### src/rtl/rv32_trap_ctrl.sv
// rtl/rv32_trap_ctrl.sv - machine-mode trap entry / MRET sequencer and CSR write-port owner
//
// Purpose:
//   Accepts a committed exception, an enabled external interrupt or an MRET.
//   Priority is exception, then interrupt, then MRET. It stalls the pipeline
//   while it writes mepc/mcause/mstatus (trap) or mstatus (MRET) through the
//   single CSR-bank write port, then pulses a PC redirect.
//   When idle, the write port is a combinational pass-through of the pipeline's
//   CSR write request.
//
// Configuration:
//   RV32_TRAP_VECTORED_EN - when defined, interrupts taken with
//   mtvec[1:0] == 2'b01 redirect to base + 4*IRQ_CAUSE. Exceptions always go to
//   base. When undefined, mtvec[1:0] is ignored.
//
// Ports:
//   clk, reset                      core clock, synchronous active-high reset
//   mstatus_mie, mstatus_mpie       current mstatus.MIE / MPIE from the CSR bank
//   mtvec, mepc                     current mtvec / mepc from the CSR bank
//   exc_valid, exc_cause, exc_pc    synchronous exception at commit
//   irq_ext, irq_pc                 level external interrupt, PC saved for it
//   mret_valid                      MRET at commit
//   pipe_csr_write/id/value         pipeline CSR write request
//   csr_write/id/value              CSR bank write port
//   trap_stall                      freeze fetch/decode/commit
//   redirect_valid, redirect_pc     one-cycle PC redirect

module rv32_trap_ctrl #(
  parameter int IRQ_CAUSE   = 11,
  parameter int EXC_CAUSE_W = 5
) (
  input  logic                   clk,
  input  logic                   reset,
  input  logic                   mstatus_mie,
  input  logic                   mstatus_mpie,
  input  logic [31:0]            mtvec,
  input  logic [31:0]            mepc,
  input  logic                   exc_valid,
  input  logic [EXC_CAUSE_W-1:0] exc_cause,
  input  logic [31:0]            exc_pc,
  input  logic                   irq_ext,
  input  logic [31:0]            irq_pc,
  input  logic                   mret_valid,
  input  logic                   pipe_csr_write,
  input  logic [11:0]            pipe_csr_id,
  input  logic [31:0]            pipe_csr_value,
  output logic                   csr_write,
  output logic [11:0]            csr_id,
  output logic [31:0]            csr_value,
  output logic                   trap_stall,
  output logic                   redirect_valid,
  output logic [31:0]            redirect_pc
);

  typedef enum logic [2:0] {
    IDLE,
    T_EPC,
    T_CAUSE,
    T_STATUS,
    T_REDIR,
    M_STATUS,
    M_REDIR
  } state_t;

  localparam logic [11:0] CSR_MSTATUS = 12'h300;
  localparam logic [11:0] CSR_MEPC    = 12'h341;
  localparam logic [11:0] CSR_MCAUSE  = 12'h342;
  localparam logic [31:0] IRQ_MCAUSE  = 32'h8000_0000 | 32'(IRQ_CAUSE);

  state_t      state;
  logic [31:0] epc_q;
  logic [31:0] cause_q;
  logic        old_mie_q;

  logic        idle;
  logic        take_exc;
  logic        take_irq;
  logic        take_mret;
  logic        accept;
  logic [31:0] trap_target;

  // Reset masks acceptance so that nothing starts in the reset cycle.
  assign idle      = (state == IDLE) && !reset;
  assign take_exc  = idle && exc_valid;
  assign take_irq  = idle && !exc_valid && irq_ext && mstatus_mie;
  assign take_mret = idle && !exc_valid && !(irq_ext && mstatus_mie) && mret_valid;
  assign accept    = take_exc || take_irq || take_mret;

`ifdef RV32_TRAP_VECTORED_EN
  localparam logic [31:0] IRQ_VEC_OFS = 32'(IRQ_CAUSE) << 2;

  // cause_q[31] marks an interrupt; only interrupts use the vector table.
  assign trap_target = {mtvec[31:2], 2'b00} +
                       ((cause_q[31] && (mtvec[1:0] == 2'b01)) ? IRQ_VEC_OFS : 32'd0);
`else
  logic unused_mtvec_mode;

  assign trap_target       = {mtvec[31:2], 2'b00};
  assign unused_mtvec_mode = ^mtvec[1:0];
`endif

  logic unused_mepc_lo;
  assign unused_mepc_lo = ^mepc[1:0];

  always_ff @(posedge clk) begin
    if (reset) begin
      state     <= IDLE;
      epc_q     <= '0;
      cause_q   <= '0;
      old_mie_q <= 1'b0;
    end else begin
      case (state)
        IDLE: begin
          if (take_exc) begin
            epc_q     <= exc_pc;
            cause_q   <= 32'(exc_cause);
            old_mie_q <= mstatus_mie;
            state     <= T_EPC;
          end else if (take_irq) begin
            epc_q     <= irq_pc;
            cause_q   <= IRQ_MCAUSE;
            old_mie_q <= mstatus_mie;
            state     <= T_EPC;
          end else if (take_mret) begin
            old_mie_q <= mstatus_mie;
            state     <= M_STATUS;
          end
        end
        T_EPC:    state <= T_CAUSE;
        T_CAUSE:  state <= T_STATUS;
        T_STATUS: state <= T_REDIR;
        T_REDIR:  state <= IDLE;
        M_STATUS: state <= M_REDIR;
        M_REDIR:  state <= IDLE;
        default:  state <= IDLE;
      endcase
    end
  end

  // Outputs are decoded from the current state. mtvec/mepc/MPIE are read live
  // so the redirect sees the CSR values written earlier in the same sequence.
  always_comb begin
    csr_write      = 1'b0;
    csr_id         = '0;
    csr_value      = '0;
    trap_stall     = 1'b0;
    redirect_valid = 1'b0;
    redirect_pc    = '0;
    if (!reset) begin
      trap_stall = (state != IDLE) || accept;
      case (state)
        IDLE: begin
          // The committing instruction is older than any event accepted now,
          // so its CSR write still goes through in the accept cycle.
          csr_write = pipe_csr_write;
          csr_id    = pipe_csr_id;
          csr_value = pipe_csr_value;
        end
        T_EPC: begin
          csr_write = 1'b1;
          csr_id    = CSR_MEPC;
          csr_value = epc_q;
        end
        T_CAUSE: begin
          csr_write = 1'b1;
          csr_id    = CSR_MCAUSE;
          csr_value = cause_q;
        end
        T_STATUS: begin
          // MIE cleared, MPIE gets the pre-trap MIE.
          csr_write = 1'b1;
          csr_id    = CSR_MSTATUS;
          csr_value = {24'b0, old_mie_q, 7'b0};
        end
        T_REDIR: begin
          redirect_valid = 1'b1;
          redirect_pc    = trap_target;
        end
        M_STATUS: begin
          // MIE restored from MPIE, MPIE set.
          csr_write = 1'b1;
          csr_id    = CSR_MSTATUS;
          csr_value = {24'b0, 1'b1, 3'b0, mstatus_mpie, 3'b0};
        end
        M_REDIR: begin
          redirect_valid = 1'b1;
          redirect_pc    = {mepc[31:2], 2'b00};
        end
        default: ;
      endcase
    end
  end

endmodule
### config.mk
export PLATFORM = sky130hd
export DESIGN_NAME = rv32_trap_ctrl
export DESIGN_NICKNAME = d
export VERILOG_FILES = /design/src/rtl/rv32_trap_ctrl.sv
export SDC_FILE = /design/constraint.sdc
export NUM_CORES = 1
export LEC_CHECK = 0
export CORE_AREA = 2 2 102 104
export DETAILED_ROUTE_END_ITERATION = 6
export DIE_AREA = 0 0 104 106
export PLACE_DENSITY_LB_ADDON = 0.05
export SYNTH_ARGS = -nofsm -noshare
export SYNTH_HDL_FRONTEND = slang
export SYNTH_SLANG_ARGS = --single-unit
### constraint.sdc
create_clock -name clk -period 2.8 [get_ports clk]
set_clock_uncertainty 0.05 [all_clocks]
set_input_delay 0.56 -clock clk [delete_from_list [all_inputs] [get_ports clk]]
set_output_delay 0.56 -clock clk [all_outputs]
set_load 0.01 [all_outputs]
# After elaboration in Yosys (flattened, before gate mapping)

Index checks and enable logic that the tools add are counted.

Flip-flop bits (word level): 68
Output and inout bits: 79
Input port bits: 185
Word-level logic and storage cells: 56

Equality and inequality tests: 7
Reduce and logical (&&, ||, !) cells: 23
Multiplexer cells: 22

Operator list:

| operator                                                         | count |
|---|---|
| 32-bit 2-to-1 mux                                                | 6 |
| 32-bit one-hot mux with 5 select lines                           | 1 |
| 32-bit one-hot mux with 2 select lines                           | 1 |
| 12-bit one-hot mux with 4 select lines                           | 1 |
| 3-bit one-hot mux with 5 select lines                            | 1 |
| 12-bit 2-to-1 mux                                                | 1 |
| 3-bit == test (second input constant)                            | 3 |
| 3-bit 2-to-1 mux                                                 | 3 |
| 1-bit logical AND                                                | 8 |
| 1-bit 2-to-1 mux                                                 | 7 |
| 3-bit by 2-bit == test with 1-bit output (second input constant) | 2 |
| 3-bit nonzero test                                               | 2 |
| 4-bit != test (second input constant)                            | 1 |
| 2-bit AND reduction                                              | 2 |
| 2-bit OR reduction                                               | 2 |
| 4-bit OR reduction                                               | 1 |
| 3-bit by 1-bit == test with 1-bit output (second input constant) | 1 |
| 1-bit zero test                                                  | 3 |
| 3-bit zero test                                                  | 1 |
| 1-bit logical OR                                                 | 3 |
| 1-bit one-hot mux with 2 select lines                            | 1 |
| 2-bit nonzero test                                               | 1 |

# Longest topological paths before layout

Depth after elaboration: 9
Gate-level depth with buffers: 6
Depth with buffers taken out: 3

# Worst setup path before layout

No wires, ideal clock.

Kind: reg-to-output
Start point: register state[2]
End point: output csr_id[6]
Cell stages (with the launch flop): 5
Arrival: 1.481 ns
Data required time: 2.190 ns
Path buffers: 3
Slack: 0.709 ns
Cells stage by stage: dfxtp_1 buf_2 buf_2 clkbuf_1 a2111oi_0

Word-level cells in the longest chain between the ends: 4
Elaborated cells between the ends (all ways): 8
Those cells by class: eq/ne: 4; mux: 2; reduce/logical: 2

Ends and longest elaborated chain:

| item                                                                      | line | source |
|---|---|---|
| from (decl)                                                               | 70   | `state_t state;` |
| from (signal assigned)                                                    | 107  | `state <= IDLE;` |
| from (signal assigned)                                                    | 118  | `state <= T_EPC;` |
| from (signal assigned)                                                    | 123  | `state <= T_EPC;` |
| 3-bit == test or 3-bit by 2-bit == test with 1-bit output (tied branches) | 151  | `case (state)` |
| 2-bit OR reduction (no line)                                              | --   |  |
| 12-bit one-hot mux with 4 select lines *                                  | 151  |  |
| 12-bit 2-to-1 mux *                                                       | 149  | `if (!reset) begin` |
| to (decl)                                                                 | 48   | `output logic [11:0] csr_id,` |

Mark *: on every way between the ends. The rest lies on a longest branch, timed or not.

# Final worst setup path

Start point: register state[0]
End point: output redirect_pc[16]

Word-level cells in the longest chain between the ends: 3
Elaborated cells between the ends (all ways): 4
Those cells by class: eq/ne: 2; mux: 2

Ends and longest elaborated chain:

| item                                     | line | source |
|---|---|---|
| 3-bit == test                            | 151  |  |
| 32-bit one-hot mux with 2 select lines * | 151  |  |
| 32-bit 2-to-1 mux *                      | 149  |  |
| to (decl)                                | 52   | `output logic [31:0] redirect_pc` |

Marks and branches as above.

==> reports/metrics.cfg <==
[critical_path]
slowest_stage=clkdlybuf4s50_1
worstPathArrival_ns=2.12
r2r-start=state[0]
crit_type=reg -> out
crit_family=buffers and inverters
crit_chain=buf_4 -> nor3b_4 -> clkbuf_16 -> a22oi_1 -> nor2_1 -> clkdlybuf4s50_1
cp_slowest_stage_delay_ns=0.54
end_kind=output port
reg2reg_depth=4
critPathLaunchType=flip-flop
worstPathMaxFanout=15
cp.required_ns=2.19
r2r_end=epc_q[17]
crit_buf_inv=3
r2r_setup_slack_ns=0.78

[drt]
vias_per_cell=5.14
route.detailed.drc=0
drt-wirelength-per-cell_um=17.0
antenna_left=0
wl_mm=12.9
drt_iter0_drc=299
firstDrtPassIters=7
vias=3905

[status]
status=complete, no violations

[timing]
report.final.hold_viol_count=0
setup_viol=0
tightest_slew_ns=0.631
period_minus_slack_ns=2.73
period_share=0.976
relSlewSlack=0.579
max_freq_mhz=366
final.setup.worst_slack_ns=0.0684
drv_slew=0

[pwr]
switching_share=0.310
power.switching_mw=0.675
power.static_leakage_nw=2.43
p_clk_frac=0.217
p_int_mw=1.50
combPwrFrac=0.456
p_per_area_nw_per_um2=366
ir_drop_mv=0.195
p_seq_frac=0.326

[worst_hold_path]
min_path_cells=2
hold_end=cause_q[2]
holdCritStartpoint=cause_q[2]
hold_path_class=reg -> reg

[die]
coreArea_um2=10000
rows=37
die_width_um=104
io_pins=264
dieArea_um2=11000
chipHeight_um=106
initial_core_util=0.303

[synthesis]
yosysTopAreaCell=dfxtp_1
yosysSeqAreaShare=0.277
synthAdderAreaFrac=0
yosys_warnings=0
yosys.cell_types.count=41
synth_compound_area_frac=0.348
synthTopCellsByArea=dfxtp_1, a22oi_1, mux2i_1
async_reset_ff_frac=0
synth_edf_count=0
ys_ff_latch=42
synthSimpleGateAreaFrac=0.159
avgSynthCellArea_um2=7.98
synth_top_area_frac=0.277
syn_inst=380
netlist_area_um2=3030
synth_top_family_by_area=compound AO/OA/AOI/OAI gates
synth_mux_area_frac=0.129
synthXorXnorAreaFrac=0.00289
synth_flop_cell=dfxtp_1

[clock_tree]
root_buffer=clkbuf_8
tritoncts=built
postCtsHoldBufs=0
insertion_delay_ns=0.29
post-cts-setup-buffer-count=0
clk_pin_slew_ns=0.08
h-tree-depth=2
clkSinkCount=42
numCtsBuffers=5
cts_buffer_depth=2

[layout]
nFillCells=936
mostFrequentLayoutCell=clkdlybuf4s50_1
drive_above_1_share=0.0769
fin_nets=808
final_cell_mix=clkdlybuf4s50_1, nor2_1, a22oi_1
area_delta_synth_final_pct=96.0
instances_no_fill=760
n_antenna_cell=0
fin_util=0.594

[placement]
place.gp.congestion=0.818
hpwlAfterDp_mm=9.75
dp.cells=751
dp_slack_ns=0.0101
port_buffers=257

[job]
max_cap_viol_count=0

[global_routing]
grt_pass1_vias=3874
grt_pass1_wl_mm=20.0
grt_start_max_net_pins=40
grt_overflow_total=0
gr-usage-all-layers=0.220
grt_antenna_before_repair=0

==> synthesized netlist by cell type, types with 2 or more instances <==
master and instances:
nor2_1 61, a22oi_1 55, dfxtp_1 42, a21oi_1 41, mux2i_1 39, a211oi_1 33, buf_2 20, clkbuf_1 18
and2_1 7, nor3_1 6, a2bb2oi_1 5, buf_4 5, nand2_1 5, a31oi_1 4, buf_6 3, o21ai_0 3
o21bai_1 3, o221a_2 3, a21o_1 2, inv_1 2, nand3_1 2, nand4b_1 2
==> power by group through the flow <==
stage	logic, mW	clock network (mW)	registers (mW)
5_1_grt	1.08	0.502	0.718
4_1_cts	0.989	0.479	0.708
2_1_floorplan	0.477	0	0.703
3_3_place_gp	0.976	0	0.719
6_report	0.993	0.473	0.710
3_5_place_dp	0.986	0	0.720
==> routing by layer <==
| metal | vias up | share of wire | global-route usage | wire [um] |
|---|---|---|---|---|
| met3 | 14 | 0.076 | 0.0515 | 984 |
| li1 | 1908 | - | - | - |
| met1 | 1803 | 0.39 | 0.260 | 5010 |
| met2 | 180 | 0.52 | 0.403 | 6710 |
| met5 | - | 0 | 0 | 0 |
| met4 | 0 | 0.016 | 0.0521 | 208 |
==> area by class of cell <==
class / count / area, um^2 / area share
clock buffer: 7 / 76.3 / 0.0128
clock inverter: 1 / 30.0 / 0.00505
inverter: 2 / 7.51 / 0.00126
multi-input combinational: 290 / 1970 / 0.332
sequential: 42 / 847 / 0.143
tap: 136 / 170 / 0.0286
timing repair buffer: 282 / 2840 / 0.478
==> timing repair <==
item | CTS | global route
setup endpoints to repair | 29 | 32
pin swaps | 0 | 1
resized for setup | 2 | 23
hold endpoints to repair | 0 | 0
gates cloned | 0 | 1
==> sequential cells by signal, indices dropped and copies added, names as in the netlist <==
register and flops:
epc_q 32, cause_q 6, state 3, old_mie_q 1
==> tightest hold or removal path, cell delays in order (launching register included) <==
cell	delay [ns]
dfxtp_1	0.32
o21ai_0	0.06
a21oi_1	0.06
==> stage by stage <==
stage,hold slack [ns],setup TNS (ns),total power [mW],instance area (um^2)
3_3_place_gp,0.421,0,1.69,5740
5_1_grt,0.465,-0.00303,2.30,5940
3_5_place_dp,0.424,0,1.71,5740
4_1_cts,0.435,0,2.18,5850
2_1_floorplan,0.399,0,1.18,3040
6_report,0.430,0,2.18,5940
==> kinds of logic after synthesis <==
logic type / count (synthesis)
AO/OA/AOI/OAI: 153
XOR/XNOR: 1
buffers and inverters: 49
flip-flops: 42
multiplexers: 39
other: 1
AND/OR/NAND/NOR: 95
==> how the worst max path moves through the flow <==
stage | start | to | slack (ns) | cells after the start
floorplan | state[2] | csr_id[6] | 0.71 | 4
global placement | pipe_csr_value[7] | csr_value[7] | 0.02 | 4
detailed placement | pipe_csr_value[7] | csr_value[7] | 0.01 | 4
CTS | state[0] | redirect_pc[26] | 0.01 | 6
global route | state[0] | redirect_pc[16] | -0.003 | 6
finish | state[0] | redirect_pc[16] | 0.07 | 6
Power figures use the tool's default switching activity.
